## config.mk

```make
export PLATFORM = sky130hd
export DESIGN_NAME = param_seq_ctrl
export DESIGN_NICKNAME = d
export VERILOG_FILES = /design/src/rtl/param_seq_pkg.sv /design/src/rtl/seq_onehot_dec.sv /design/src/rtl/param_seq_ctrl.sv
export SDC_FILE = /design/constraint.sdc
export NUM_CORES = 1
export LEC_CHECK = 0
export CORE_MARGIN = 2
export CORE_UTILIZATION = 40
export DETAILED_ROUTE_END_ITERATION = 10
export PLACE_DENSITY = 0.74
export SLEW_MARGIN = 20
export SYNTH_ARGS = -nofsm -noshare
export SYNTH_HDL_FRONTEND = slang
export SYNTH_SLANG_ARGS = --single-unit
```

## constraint.sdc

```tcl
create_clock -name CK -period 5.4 [get_ports CK]
set_input_delay 0.54 -clock CK [delete_from_list [all_inputs] [get_ports CK]]
set_output_delay 0.54 -clock CK [all_outputs]
set_load 0.02 [all_outputs]
```

## src/rtl/param_seq_pkg.sv

```systemverilog
`default_nettype none
// +----------------------------------------------------------------------+
// | param_seq_pkg : shared types and constants for param_seq_ctrl        |
// | Revision 1.0                                                         |
// +----------------------------------------------------------------------+
package param_seq_pkg;

   typedef enum logic [1:0] {
      MODE_FREE     = 2'b00,
      MODE_ONESHOT  = 2'b01,
      MODE_PINGPONG = 2'b10,
      MODE_STEP     = 2'b11
   } mode_e;

   typedef enum logic [1:0] {
      IDLE   = 2'b00,
      RUN    = 2'b01,
      PAUSED = 2'b10
   } ctrl_e;

   localparam logic UP   = 1'b0;
   localparam logic DOWN = 1'b1;

   // Timed modes advance on the dwell counter; step mode advances on ADV.
   function automatic logic is_timed(input mode_e m);
      return (m != MODE_STEP);
   endfunction

endpackage
`default_nettype wire

```

## src/rtl/seq_onehot_dec.sv

```systemverilog
`default_nettype none
// +----------------------------------------------------------------------+
// | seq_onehot_dec : binary position to one-hot decoder                  |
// | Revision 1.0                                                         |
// +----------------------------------------------------------------------+
module seq_onehot_dec #(
   parameter int NUM_STATES = 32
) (
   input  logic [$clog2(NUM_STATES)-1:0] i_bin,
   output logic [NUM_STATES-1:0]         o_onehot
);

   localparam int SW = $clog2(NUM_STATES);

   for (genvar i = 0; i < NUM_STATES; i++) begin : g_bit
      assign o_onehot[i] = (i_bin == SW'(i));
   end

endmodule
`default_nettype wire

```

## src/rtl/param_seq_ctrl.sv

```systemverilog
`default_nettype none
// +----------------------------------------------------------------------+
// | param_seq_ctrl : parametrised step sequencer (free/one-shot/ping-    |
// |                  pong/step) with dwell timer and wrap counter        |
// | Revision 1.0                                                         |
// +----------------------------------------------------------------------+
module param_seq_ctrl
   import param_seq_pkg::*;
#(
   parameter int NUM_STATES = 32,
   parameter int DWELL_W    = 4,
   parameter int WRAP_W     = 8,
   localparam int SW        = $clog2(NUM_STATES)
) (
   input  logic                  CK,
   input  logic                  RN,
   input  logic                  CLR,
   input  logic                  START,
   input  logic                  HOLD,
   input  logic [1:0]            MODE,
   input  logic                  ADV,
   input  logic [DWELL_W-1:0]    DWELL,
   output logic [SW-1:0]         STATE,
   output logic [NUM_STATES-1:0] DEC,
   output logic                  BUSY,
   output logic                  DONE,
   output logic                  WRAP,
   output logic [WRAP_W-1:0]     WRAP_CNT
);

   localparam logic [SW-1:0]         c_last    = SW'(NUM_STATES - 1);
   localparam logic [NUM_STATES-1:0] c_dec_rst = NUM_STATES'(1);

   ctrl_e               r_ctrl;
   logic [SW-1:0]       r_pos;
   logic                r_dir;
   logic [DWELL_W-1:0]  r_dwell;
   logic [WRAP_W-1:0]   r_wrap_cnt;
   logic [NUM_STATES-1:0] r_dec;
   logic                r_busy;
   logic                r_done;
   logic                r_wrap;

   ctrl_e               w_ctrl_nxt;
   logic [SW-1:0]       w_pos_nxt;
   logic                w_dir_nxt;
   logic [DWELL_W-1:0]  w_dwell_nxt;
   logic [WRAP_W-1:0]   w_wrap_cnt_nxt;
   logic [NUM_STATES-1:0] w_dec_nxt;
   logic                w_busy_nxt;
   logic                w_done_nxt;
   logic                w_wrap_nxt;
   logic                w_done_ev;
   logic                w_wrap_ev;
   logic                w_adv;
   logic                w_go_up;
   mode_e               w_mode;

   assign w_mode = mode_e'(MODE);

   seq_onehot_dec #(
      .NUM_STATES (NUM_STATES)
   ) u_dec (
      .i_bin    (w_pos_nxt),
      .o_onehot (w_dec_nxt)
   );

   always_ff @(posedge CK or negedge RN) begin
      if (!RN) begin
         r_ctrl     <= IDLE;
         r_pos      <= '0;
         r_dir      <= UP;
         r_dwell    <= '0;
         r_wrap_cnt <= '0;
         r_dec      <= c_dec_rst;
         r_busy     <= 1'b0;
         r_done     <= 1'b0;
         r_wrap     <= 1'b0;
      end else begin
         r_ctrl     <= w_ctrl_nxt;
         r_pos      <= w_pos_nxt;
         r_dir      <= w_dir_nxt;
         r_dwell    <= w_dwell_nxt;
         r_wrap_cnt <= w_wrap_cnt_nxt;
         r_dec      <= w_dec_nxt;
         r_busy     <= w_busy_nxt;
         r_done     <= w_done_nxt;
         r_wrap     <= w_wrap_nxt;
      end
   end

   always_comb begin
      w_ctrl_nxt     = r_ctrl;
      w_pos_nxt      = r_pos;
      w_dir_nxt      = r_dir;
      w_dwell_nxt    = r_dwell;
      w_wrap_cnt_nxt = r_wrap_cnt;
      w_done_ev      = 1'b0;
      w_wrap_ev      = 1'b0;
      w_adv          = 1'b0;
      w_go_up        = 1'b0;

      if (CLR) begin
         w_ctrl_nxt     = IDLE;
         w_pos_nxt      = '0;
         w_dir_nxt      = UP;
         w_dwell_nxt    = '0;
         w_wrap_cnt_nxt = '0;
      end else begin
         case (r_ctrl)
            IDLE: begin
               if (START) begin
                  w_ctrl_nxt  = RUN;
                  w_pos_nxt   = '0;
                  w_dir_nxt   = UP;
                  w_dwell_nxt = '0;
               end
            end
            RUN: begin
               if (HOLD) begin
                  w_ctrl_nxt = PAUSED;
               end else begin
                  w_adv = is_timed(w_mode) ? (r_dwell >= DWELL) : ADV;
                  if (w_adv) begin
                     w_dwell_nxt = '0;
                     case (w_mode)
                        MODE_ONESHOT: begin
                           if (r_pos >= c_last) begin
                              w_pos_nxt  = '0;
                              w_ctrl_nxt = IDLE;
                              w_done_ev  = 1'b1;
                           end else begin
                              w_pos_nxt = r_pos + SW'(1);
                           end
                        end
                        MODE_PINGPONG: begin
                           // Bounce off either end even if DIR was left pointing outward by a mode change.
                           w_go_up = ((r_dir == UP) && (r_pos != c_last)) || (r_pos == '0);
                           if (w_go_up) begin
                              w_pos_nxt = r_pos + SW'(1);
                              w_dir_nxt = (w_pos_nxt == c_last) ? DOWN : UP;
                           end else begin
                              w_pos_nxt = r_pos - SW'(1);
                              if (w_pos_nxt == '0) begin
                                 w_dir_nxt = UP;
                                 w_wrap_ev = 1'b1;
                              end else begin
                                 w_dir_nxt = DOWN;
                              end
                           end
                        end
                        default: begin
                           w_dir_nxt = UP;
                           if (r_pos >= c_last) begin
                              w_pos_nxt = '0;
                              w_wrap_ev = 1'b1;
                           end else begin
                              w_pos_nxt = r_pos + SW'(1);
                           end
                        end
                     endcase
                  end else if (is_timed(w_mode)) begin
                     w_dwell_nxt = r_dwell + DWELL_W'(1);
                  end else begin
                     w_dwell_nxt = '0;
                  end
                  if (w_wrap_ev && (r_wrap_cnt != '1)) begin
                     w_wrap_cnt_nxt = r_wrap_cnt + WRAP_W'(1);
                  end
               end
            end
            PAUSED: begin
               if (!HOLD) begin
                  w_ctrl_nxt = RUN;
               end
            end
            default: begin
               w_ctrl_nxt = IDLE;
               w_pos_nxt  = '0;
               w_dir_nxt  = UP;
            end
         endcase
      end
   end

   always_comb begin
      w_busy_nxt = (w_ctrl_nxt != IDLE);
      w_done_nxt = w_done_ev;
      w_wrap_nxt = w_wrap_ev;
   end

   assign STATE    = r_pos;
   assign DEC      = r_dec;
   assign BUSY     = r_busy;
   assign DONE     = r_done;
   assign WRAP     = r_wrap;
   assign WRAP_CNT = r_wrap_cnt;

endmodule
`default_nettype wire

```

## After elaboration in Yosys (flattened, before gate mapping)

Index checks and enable logic that the tools add are counted.
W data, S select, Z words.

- Input bits: 12
- Word-level logic and storage cells: 127
- Register bits: 55
- Output and inout bits: 48

- Bitwise logic cells: 1
- Equality and inequality tests: 45
- $add $sub $neg: 4
- Reduce and logical (&&, ||, !) cells: 14
- Order comparisons: 2
- Muxes and demuxes: 52

Operator list:

| kind | number |
|---|---|
| $eq A5 B5 Y1 const B | 17 |
| $eq A5 B4 Y1 const B | 8 |
| $mux W5 | 7 |
| $mux W8 | 4 |
| $mux W1 | 23 |
| $eq A5 B3 Y1 const B | 4 |
| $mux W4 | 5 |
| $logic_not A5 Y1 | 3 |
| $pmux W5 S3 | 1 |
| $mux W2 | 7 |
| $ne A3 B3 Y1 const B | 4 |
| $eq A5 B2 Y1 const B | 2 |
| $add A8 B1 Y8 const B | 1 |
| $ne A8 B8 Y1 const B | 1 |
| $pmux W4 S2 | 1 |
| $ne A2 B2 Y1 const B | 3 |
| $pmux W2 S3 | 1 |
| $reduce_and A3 Y1 | 2 |
| $reduce_bool A2 Y1 | 3 |
| $add A5 B1 Y5 const B | 1 |
| $eq A5 B1 Y1 const B | 1 |
| $ge A5 B5 Y1 const B | 1 |
| $ne A5 B5 Y1 const B | 1 |
| $reduce_and A5 Y1 | 1 |
| 12 further kinds | 16 |

## Logic depth before layout (Yosys ltp)

Gate-level depths: netlist of the first run.

- Word-level depth: 14
- Gate-level depth with buffers: 10
- Mapped depth without buffers: 10

## Cells and area by module

From an unflattened synthesis of the first run, not the netlist that was laid out.

- Cells, all modules: 280
- Area, all modules: 2805.2 µm²

By module, submodules not included:

| module | sequential area each (µm²) | area an instance (µm²) | times used | cells an instance |
|---|---|---|---|---|
| param_seq_ctrl | 1377.6 | 2583.7 | 1 | 233 |
| seq_onehot_dec | 0.0 | 221.5 | 1 | 47 |

## Worst setup path before layout of the first run

OpenSTA, ideal clock, no wires.

- Path type: register to register
- Start point: reg r_pos[0], in the netlist STATE[0]
- End point: reg r_wrap_cnt[2], in the netlist WRAP_CNT[2]
- Stages on the path, launching flop included: 11
- Path slack: 2.699 ns
- Arrival: 2.623 ns
- Data required time: 5.322 ns
- Library setup time: 0.078 ns
- Buffers on the path: 2
- Clock period less this slack: 2.701 ns
- Path through: dfrtp_1 -> buf_2 -> inv_1 -> ha_1 -> nor4b_4 -> nor2_2 -> nand2_1 -> o41a_4 -> buf_6 -> or4_1 -> a21oi_1

- Longest elaborated chain between the ends: 12
- Elaborated cells on any way between the ends: 18
- Those cells by class: 1 x add/sub; 1 x order compare; 1 x eq/ne; 8 x mux; 7 x reduce/logical

Ends and longest elaborated chain:

| element | line | RTL |
|---|---|---|
| start: declaration | param_seq_ctrl.sv:35 | `logic [SW-1:0] r_pos;` |
| start signal: assignment | param_seq_ctrl.sv:81 | `r_pos <= w_pos_nxt;` |
| $sub A5 B1 Y5 / $ne A5 B5 Y1 (equally long branches) | param_seq_ctrl.sv:143, param_seq_ctrl.sv:138 |  |
| $logic_not A5 Y1 / $logic_and A1 B1 Y1 (equally long branches) | param_seq_ctrl.sv:144, param_seq_ctrl.sv:138 |  |
| $mux W1 / $logic_or A1 B1 Y1 (equally long branches) | param_seq_ctrl.sv:144, param_seq_ctrl.sv:138 |  |
| $mux W1 | param_seq_ctrl.sv:139 | `if (w_go_up) begin` |
| $pmux W1 S2 (*) | param_seq_ctrl.sv:126 | `case (w_mode)` |
| $mux W1 (*) | param_seq_ctrl.sv:124 | `if (w_adv) begin` |
| $mux W1 (*) | param_seq_ctrl.sv:120 | `if (HOLD) begin` |
| $mux W1 (*) | param_seq_ctrl.sv:110 | `case (r_ctrl)` |
| $mux W1 (*) | param_seq_ctrl.sv:103 | `if (CLR) begin` |
| $logic_and A1 B1 Y1 (*) | param_seq_ctrl.sv:167 | `if (w_wrap_ev && (r_wrap_cnt != '1)) begin` |
| $reduce_bool A2 Y1 (no source line) (*) | - |  |
| $reduce_and A3 Y1 (no source line) (*) | - |  |
| end signal: assignment | param_seq_ctrl.sv:84 | `r_wrap_cnt <= w_wrap_cnt_nxt;` |
| end: declaration | param_seq_ctrl.sv:38 | `logic [WRAP_W-1:0] r_wrap_cnt;` |

Mark *: on every way between the ends. The rest lies on a longest branch, timed or not. The select of a mux whose other input is x is not followed.
A chain may end at the register's enable or synchronous reset.

## Worst setup path in the final report of the first run

- Start point: reg r_pos[0], in the netlist STATE[0]
- End point: reg r_dec[9], in the netlist DEC[9]

- Longest elaborated chain between the ends: 10
- Elaborated cells on any way between the ends: 16
- Those cells by class: 2 x add/sub; 1 x order compare; 2 x eq/ne; 8 x mux; 3 x reduce/logical

Ends and longest elaborated chain:

| element | line | RTL |
|---|---|---|
| branches (longest 7 deep; another with $add A5 B1 Y5) | - |  |
| $pmux W5 S3 (*) | param_seq_ctrl.sv:110 |  |
| $mux W5 (*) | param_seq_ctrl.sv:103 |  |
| $eq A5 B4 Y1 (*) | seq_onehot_dec.sv:16 | `assign o_onehot[i] = (i_bin == SW'(i));` |
| via u_dec.o_onehot[9] | seq_onehot_dec.sv:10 | `output logic [NUM_STATES-1:0] o_onehot` |
| end signal: assignment | param_seq_ctrl.sv:75 | `r_dec <= c_dec_rst;` |
| end signal: assignment | param_seq_ctrl.sv:85 | `r_dec <= w_dec_nxt;` |
| end: declaration | param_seq_ctrl.sv:39 | `logic [NUM_STATES-1:0] r_dec;` |

Mark *: on every way through the listed nets, which the timed path passes.

==> insert_results.sql, run 1 <==
INSERT INTO impl_metrics (metric_group, metric, value, unit) VALUES
('sta', 'rsz0062_at_grt', 'no', ''),
('floorplanning', 'die-width', '90.41', 'um'),
('yosys', 'syn_area', '2987', 'um^2'),
('clocking', 'clockBufferDepth', '2', ''),
('global_routing', 'grt_pass1_wl', '11120', 'um'),
('setup_path', 'cp_num_buf_inv', '0', ''),
('setup_path', 'crit-reg2reg-launch', 'STATE[0]', ''),
('clocking', 'cts_resized', '0', ''),
('floorplanning', 'ioPinCount', '60', ''),
('power_and_ir_drop', 'power.switching_fraction', '26.18', '%'),
('place', 'number_of_buffer_cells_added_on_primary_ports', '59', ''),
('job', 'maxCapViolCount', '0', ''),
('yosys', 'sequential_fraction_of_the_synthesis_area', '46.12', '%'),
('routing', 'antenna_left', '0', ''),
('setup_path', 'critical_path_required', '5.57', 'ns'),
('yosys', 'synth_cells', '297', ''),
('cells_and_area', 'antennaDiodeCount', '0', ''),
('clocking', 'post-cts-setup-buffer-count', '0', ''),
('cells_and_area', 'area_growth_syn_to_layout', '23.54', '%'),
('setup_path', 'path_cells', 'ha_1, and3_2, ha_1, o21ai_0, or4bb_1, o211ai_1, a22oi_1, o21ai_1, nor3_1', ''),
('sta', 'count_of_endpoints_failing_hold_in_the_final_timing_report', '0', ''),
('sta', 'clk_skew', '0.008478', 'ns'),
('power_and_ir_drop', 'vdd.ir_drop.worst', '102.7', 'uV'),
('clocking', 'cts_htree_levels', '2', ''),
('place', 'dp_hpwl', '4838', 'um'),
('sta', 'worst_pin_slew', '0.7313', 'ns'),
('routing', 'totalWireLength', '6617', 'um'),
('cells_and_area', 'most_common_cell_after_layout_fill_and_taps_aside', 'sky130_fd_sc_hd__clkdlybuf4s50_1', ''),
('sta', 'finalWorstPathRequiredPeriod', '3.016', 'ns'),
('sta', 'drv_slew', '0', ''),
('cells_and_area', 'finalNonFillerCells', '449', ''),
('yosys', 'ys.flop_type', 'sky130_fd_sc_hd__dfrtp_1', ''),
('global_routing', 'grt_pass1_vias', '2371', ''),
('yosys', 'ys_ff_latch', '55', ''),
('yosys', 'syn_nets', '324', ''),
('power_and_ir_drop', 'cell_internal_pwr', '535.0', 'uW'),
('power_and_ir_drop', 'cellPowerDensity', '196.4', 'nW/um^2'),
('yosys', 'yosys_warnings', '0', ''),
('sta', 'final.period_utilization', '55.86', '%'),
('cells_and_area', 'finish.net_count', '376', ''),
('clocking', 'cts_buffers', '5', ''),
('power_and_ir_drop', 'combPwrFrac', '8.6', '%'),
('sta', 'setup_tns', '0', 'ns'),
('clocking', 'clkSinkCount', '55', ''),
('cells_and_area', 'summed_area_of_non_filler_cells_in_the_final_layout', '3690', 'um^2'),
('sta', 'setup-violations-final', '0', ''),
('global_routing', 'grt_max_degree', '56', ''),
('setup_path', 'startpoint_type', 'flip-flop', ''),
('floorplanning', 'std_cell_rows', '31', ''),
('floorplanning', 'core_area', '7253', 'um^2'),
('global_routing', 'initial_antenna_violation_count', '0', ''),
('floorplanning', 'initial_cell_density_of_the_core', '41.18', '%'),
('cells_and_area', 'fin_util', '50.87', '%'),
('setup_path', 'setup.worst_path.class', 'flip-flop to flip-flop', ''),
('clocking', 'tritoncts_clock_tree', 'built', ''),
('routing', 'detailroute.via_count', '2435', ''),
('cells_and_area', 'mostFrequentLayoutCells', '58 x sky130_fd_sc_hd__clkdlybuf4s50_1, 54 x sky130_fd_sc_hd__dfrtp_1, 38 x sky130_fd_sc_hd__nor3_1', ''),
('min_path', 'hp_class', 'primary input to async pin', ''),
('setup_path', 'cp_top_family', 'compound AO/OA/AOI/OAI gates', ''),
('setup_path', 'maximum_fanout_count_along_the_critical_path', '14', ''),
('setup_path', 'worstSetupEndpointType', 'flip-flop', ''),
('setup_path', 'critical-path-top-cell-by-count', 'sky130_fd_sc_hd__ha_1', ''),
('power_and_ir_drop', 'sequential_power_share', '57.7', '%'),
('status', 'status', 'finished, final reports clean', ''),
('floorplanning', 'die_area', '8174', 'um^2'),
('routing', 'wl_per_cell', '14.74', 'um'),
('setup_path', 'critical_path.max_stage_delay', '0.64', 'ns'),
('yosys', 'count_of_flip_flops_with_a_built_in_enable_after_synthesis', '0', ''),
('routing', 'drt-vias-per-instance', '5.423', ''),
('routing', 'drt_pass1_iterations', '4', ''),
('sta', 'slew_headroom', '51.02', '%');
-- power by group through the flow --
stage               combinational, mW  sequential (mW)  clock, mW
floorplan                      0.0397            0.425          0
global placement               0.0619            0.426          0
detailed placement             0.0628            0.426          0
CTS                            0.0629            0.418      0.249
global route                   0.0700            0.419      0.259
finish                         0.0622            0.418      0.244
-- state kept, by name, indices dropped and copies added (netlist names) --
register and count:
r_dwell 4, r_ctrl 2, r_dir 1, STATE 5, WRAP_CNT 8, DONE 1, WRAP 1, DEC 32
BUSY 1
-- through the flow --
step	total power, mW	hold WS (ns)	setup slack [ns]
2_1_floorplan	0.4644	0.2444	2.699
3_3_place_gp	0.4879	0.5437	2.200
3_5_place_dp	0.4891	0.5526	2.098
4_1_cts	0.7300	0.3669	2.439
5_1_grt	0.7484	0.4100	2.129
6_report	0.7247	0.3240	2.384
-- kinds of logic (layout without fill, tap and decap cells) --
logic type	after synthesis	after routing	synth area share, %
simple gates	127	127	23.54
flops	55	55	46.13
fa+ha+maj	15	15	6.284
compound gates	62	62	15.37
mux	5	5	1.885
buf+inv	28	81	5.320
xor+xnor	5	5	1.467
-- final cells by class --
class | count | area (um^2) | area share (%)
clock buffers | 5 | 68.82 | 1.865
clock inverters | 3 | 27.53 | 0.7460
inverters | 13 | 48.80 | 1.322
multi-input cells | 214 | 1450 | 39.30
flip-flops and latches | 55 | 1378 | 37.33
well taps | 99 | 123.9 | 3.357
repair buffers | 60 | 593.1 | 16.07
-- final timing paths --
path,endpoint,slack [ns],cells past startpoint
min reg2reg,r_dir,0.57,1
min,WRAP_CNT[5],0.32,2
max in group asynchronous,DEC[14],4.61,2
min in group CK,r_dir,0.57,1
max,DEC[9],2.38,9
max reg2reg,DEC[9],2.38,9
-- per-layer routing --
metal  vias up  global-route usage, %  share of wire (%)
li1       1189                      -                  -
met1      1182                  20.72                 46
met2        48                  28.57                 49
met3        16                  2.588                3.2
met4         0                  6.154                2.3
met5         -                      0                  0
-- synthesized netlist by cell type, types with 4 or more instances --
cell / n / share of area, %
sky130_fd_sc_hd__o31ai_1: 8 / 2.0
sky130_fd_sc_hd__nand2_1: 16 / 2.0
sky130_fd_sc_hd__or4_1: 6 / 1.5
sky130_fd_sc_hd__nand3_1: 9 / 1.5
sky130_fd_sc_hd__dfrtp_1: 54 / 45
sky130_fd_sc_hd__clkbuf_1: 4 / 0.50
sky130_fd_sc_hd__o21ai_0: 7 / 1.2
sky130_fd_sc_hd__buf_6: 6 / 2.3
sky130_fd_sc_hd__a22oi_1: 4 / 1.0
sky130_fd_sc_hd__nand2b_1: 7 / 1.5
sky130_fd_sc_hd__nor3_1: 38 / 6.4
sky130_fd_sc_hd__a21oi_1: 10 / 1.7
sky130_fd_sc_hd__nor2_1: 19 / 2.4
sky130_fd_sc_hd__inv_1: 13 / 1.6
sky130_fd_sc_hd__ha_1: 15 / 6.3
sky130_fd_sc_hd__buf_2: 4 / 0.67
Power figures use the tool's default switching activity.
==> run 2, diff against run 1 <==
==> constraint.sdc (replaced) <==
create_clock -name CK -period 3.1 [get_ports CK]
set_input_delay 0.31 -clock CK [delete_from_list [all_inputs] [get_ports CK]]
set_output_delay 0.31 -clock CK [all_outputs]
set_load 0.02 [all_outputs]
==> insert_results.sql, run 2 (same netlist as run 1, synthesis figures left out) <==
INSERT INTO impl_metrics (metric_group, metric, value, unit) VALUES
('status', 'status', 'finished, final reports clean', ''),
('sta', 'finalWorstPathRequiredPeriod', '2.850', 'ns'),
('global_routing', 'grt.total_usage', '17.57', '%'),
('setup_path', 'arrival', '3.08', 'ns'),
('routing', 'detailedRoute.firstIterationViolations', '153', ''),
('cells_and_area', 'fill_cells', '674', ''),
('cells_and_area', 'seq_area', '1378', 'um^2'),
('floorplanning', 'die_height', '90.41', 'um'),
('routing', 'detailroute.via_count', '2522', ''),
('floorplanning', 'die_area', '8174', 'um^2'),
('setup_path', 'cp-startpoint', 'STATE[0]', ''),
('place', 'number_of_buffer_cells_added_on_primary_ports', '59', ''),
('floorplanning', 'die-width', '90.41', 'um'),
('clocking', 'clkSinkCount', '55', ''),
('setup_path', 'startpoint_type', 'flip-flop', ''),
('cells_and_area', 'most_common_cell_after_layout_fill_and_taps_aside', 'sky130_fd_sc_hd__clkdlybuf4s50_1', ''),
('clocking', 'clockBufferDepth', '2', ''),
('setup_path', 'critical_path_required', '3.33', 'ns'),
('global_routing', 'initial_antenna_violation_count', '0', ''),
('clocking', 'cts_buffers', '5', ''),
('cells_and_area', 'multi_input_comb_area', '1456', 'um^2'),
('setup_path', 'timing.rr.end', 'DEC[10]', ''),
('floorplanning', 'core_area', '7253', 'um^2'),
('cells_and_area', 'drive_above_1_share', '10.28', '%'),
('routing', 'remaining_drc_errors', '0', ''),
('clocking', 'cts_htree_levels', '2', ''),
('setup_path', 'path_cells', 'ha_1, and3_2, ha_1, nor2_1, or4b_2, o221ai_1, a32o_1, nand2_1, nor3_1', ''),
('setup_path', 'maximum_fanout_count_along_the_critical_path', '8', ''),
('cells_and_area', 'number_of_flip_flops_in_the_largest_register', '32', ''),
('setup_path', 'setup.reg_to_reg.worst_slack', '0.25', 'ns'),
('cells_and_area', 'area_growth_syn_to_layout', '26.35', '%'),
('clocking', 'tritoncts_clock_tree', 'built', ''),
('sta', 'final.period_utilization', '91.93', '%'),
('setup_path', 'crit-reg2reg-launch', 'STATE[0]', ''),
('power_and_ir_drop', 'vdd.ir_drop.worst', '157.7', 'uV'),
('clocking', 'clkSlewWorstSetupHoldPaths', '0.12', 'ns'),
('routing', 'drt_pass1_iterations', '4', ''),
('global_routing', 'grt_pass1_vias', '2412', ''),
('cells_and_area', 'antennaDiodeCount', '0', ''),
('sta', 'worst_pin_slew', '0.6925', 'ns'),
('routing', 'drt-vias-per-instance', '5.495', ''),
('clocking', 'post-cts-setup-buffer-count', '0', ''),
('routing', 'antenna_left', '0', ''),
('cells_and_area', 'finish.net_count', '386', ''),
('floorplanning', 'initial_cell_density_of_the_core', '41.18', '%'),
('setup_path', 'worstSetupEndpointType', 'flip-flop', ''),
('sta', 'count_of_endpoints_failing_hold_in_the_final_timing_report', '0', ''),
('sta', 'drv_slew', '0', ''),
('setup_path', 'setup.worst_path.class', 'flip-flop to flip-flop', ''),
('place', 'dp_hpwl', '5244', 'um'),
('sta', 'rsz0062_at_grt', 'no', ''),
('cells_and_area', 'summed_area_of_non_filler_cells_in_the_final_layout', '3774', 'um^2'),
('global_routing', 'grt_pass1_wl', '11760', 'um'),
('sta', 'setup_tns', '0', 'ns'),
('setup_path', 'critical_path.max_stage_delay', '0.61', 'ns'),
('sta', 'slew_headroom', '53.83', '%'),
('cells_and_area', 'mostFrequentLayoutCells', '58 x sky130_fd_sc_hd__clkdlybuf4s50_1, 54 x sky130_fd_sc_hd__dfrtp_1, 38 x sky130_fd_sc_hd__nor3_1', ''),
('setup_path', 'critical-path-top-cell-by-count', 'sky130_fd_sc_hd__ha_1', ''),
('setup_path', 'endpoint', 'DEC[10]', ''),
('place', 'detailed_place.area', '3661', 'um^2'),
('sta', 'achievable-frequency', '350.9', 'MHz'),
('setup_path', 'number_of_cells_traversed_by_the_worst_register_to_register_path', '9', ''),
('min_path', 'hp_class', 'primary input to async pin', ''),
('power_and_ir_drop', 'cellPowerDensity', '339.6', 'nW/um^2'),
('floorplanning', 'ioPinCount', '60', ''),
('power_and_ir_drop', 'p_leak', '1.593', 'nW'),
('setup_path', 'crit_slowest_cell', 'sky130_fd_sc_hd__or4b_2', ''),
('clocking', 'clk-insertion-delay-late', '0.32', 'ns'),
('global_routing', 'grt_max_degree', '39', ''),
('routing', 'wl_per_cell', '15.32', 'um'),
('clocking', 'clock_tree.root_cell', 'sky130_fd_sc_hd__clkbuf_8', ''),
('sta', 'setup-violations-final', '0', ''),
('job', 'maxCapViolCount', '0', ''),
('place', 'place.gp.congestion', '0.9208', ''),
('sta', 'clk_skew', '0.01528', 'ns'),
('floorplanning', 'std_cell_rows', '31', ''),
('routing', 'totalWireLength', '7031', 'um'),
('global_routing', 'grt-ovfl-total', '0', '');
[run 2: cell count changes in the layout (fill, tap and decap cells not counted), sizes merged]
cell         before  now
buf               2   11
dlygate4sd3       0    1
[run 2: timing repair]
| action | CTS | global route |
|---|---|---|
| resized for setup | 0 | 1 |
| endpoints found under the hold margin | 17 | 0 |
| endpoints found under the setup margin | 0 | 3 |
| hold buffers | 1 | 0 |
[run 2: final cells by class]
cell class              count  area share (%)
flip-flops and latches     55           36.51
well taps                  99           3.282
clock inverters             3          0.7294
inverters                  13           1.293
clock buffers               5           1.824
multi-input cells         214           38.59
repair buffers             70           17.77
[run 2: metal layers]
| layer | vias to the layer above | share of wire [%] | routed length (um) | track usage, % |
|---|---|---|---|---|
| met5 | - | 0 | 0 | 0 |
| met4 | 0 | 1.9 | 134 | 6.410 |
| met3 | 11 | 3.3 | 235 | 2.421 |
| met2 | 63 | 50 | 3540 | 30.45 |
| met1 | 1241 | 44 | 3121 | 22.42 |
| li1 | 1207 | - | - | - |
[run 2: through the flow]
stage | setup slack [ns] | std cells | util [%] | hold WS [ns] | power, mW
floorplan | 0.3994 | 297 | - | 0.01441 | 0.8089
global placement | 0.1812 | 450 | 50.47 | 0.2707 | 0.8563
detailed placement | 0.1516 | 450 | 50.47 | 0.2822 | 0.8583
CTS | 0.2489 | 459 | 51.94 | 0.4533 | 1.295
global route | 0.07165 | 459 | 52.03 | 0.4768 | 1.335
finish | 0.2501 | 459 | 52.03 | 0.4567 | 1.281
[run 2: how the worst min path moves through the flow]
| stage | start | to | slack [ns] | depth (start not counted) |
|---|---|---|---|---|
| after detailed placement | RN | WRAP_CNT[4] | 0.28 | 1 |
| after CTS | RN | r_ctrl[1] | 0.45 | 2 |
| after floorplan | RN | BUSY | 0.01 | 0 |
| after global placement | RN | WRAP_CNT[4] | 0.27 | 1 |
| after global routing | RN | WRAP_CNT[5] | 0.48 | 2 |
| final | RN | WRAP_CNT[6] | 0.46 | 2 |
[run 2: critical path, delay by kind of cell, from the launching register on]
family | cells | cell delay, ns
compound gates | 2 | 0.43
flops | 1 | 0.53
fa+ha+maj | 2 | 0.43
simple gates | 5 | 1.37
[run 2: report_power, final]
| group | switching [mW] | total, mW | internal, mW |
|---|---|---|---|
| combinational | 0.0688 | 0.117 | 0.0484 |
| sequential | 0.00698 | 0.728 | 0.721 |
| clock | 0.268 | 0.436 | 0.168 |
| total | 0.344 | 1.28 | 0.938 |
==> run 3, diff against run 2 <==
--- a/config.mk
+++ b/config.mk
@@ -9,6 +9,7 @@
 export CORE_UTILIZATION = 40
 export DETAILED_ROUTE_END_ITERATION = 10
 export PLACE_DENSITY = 0.74
+export SKIP_LAST_GASP = 1
 export SLEW_MARGIN = 20
 export SYNTH_ARGS = -nofsm -noshare
 export SYNTH_HDL_FRONTEND = slang
==> results of run 3 <==
Same layout as run 2: the final DEF is identical, and so are final timing and power.
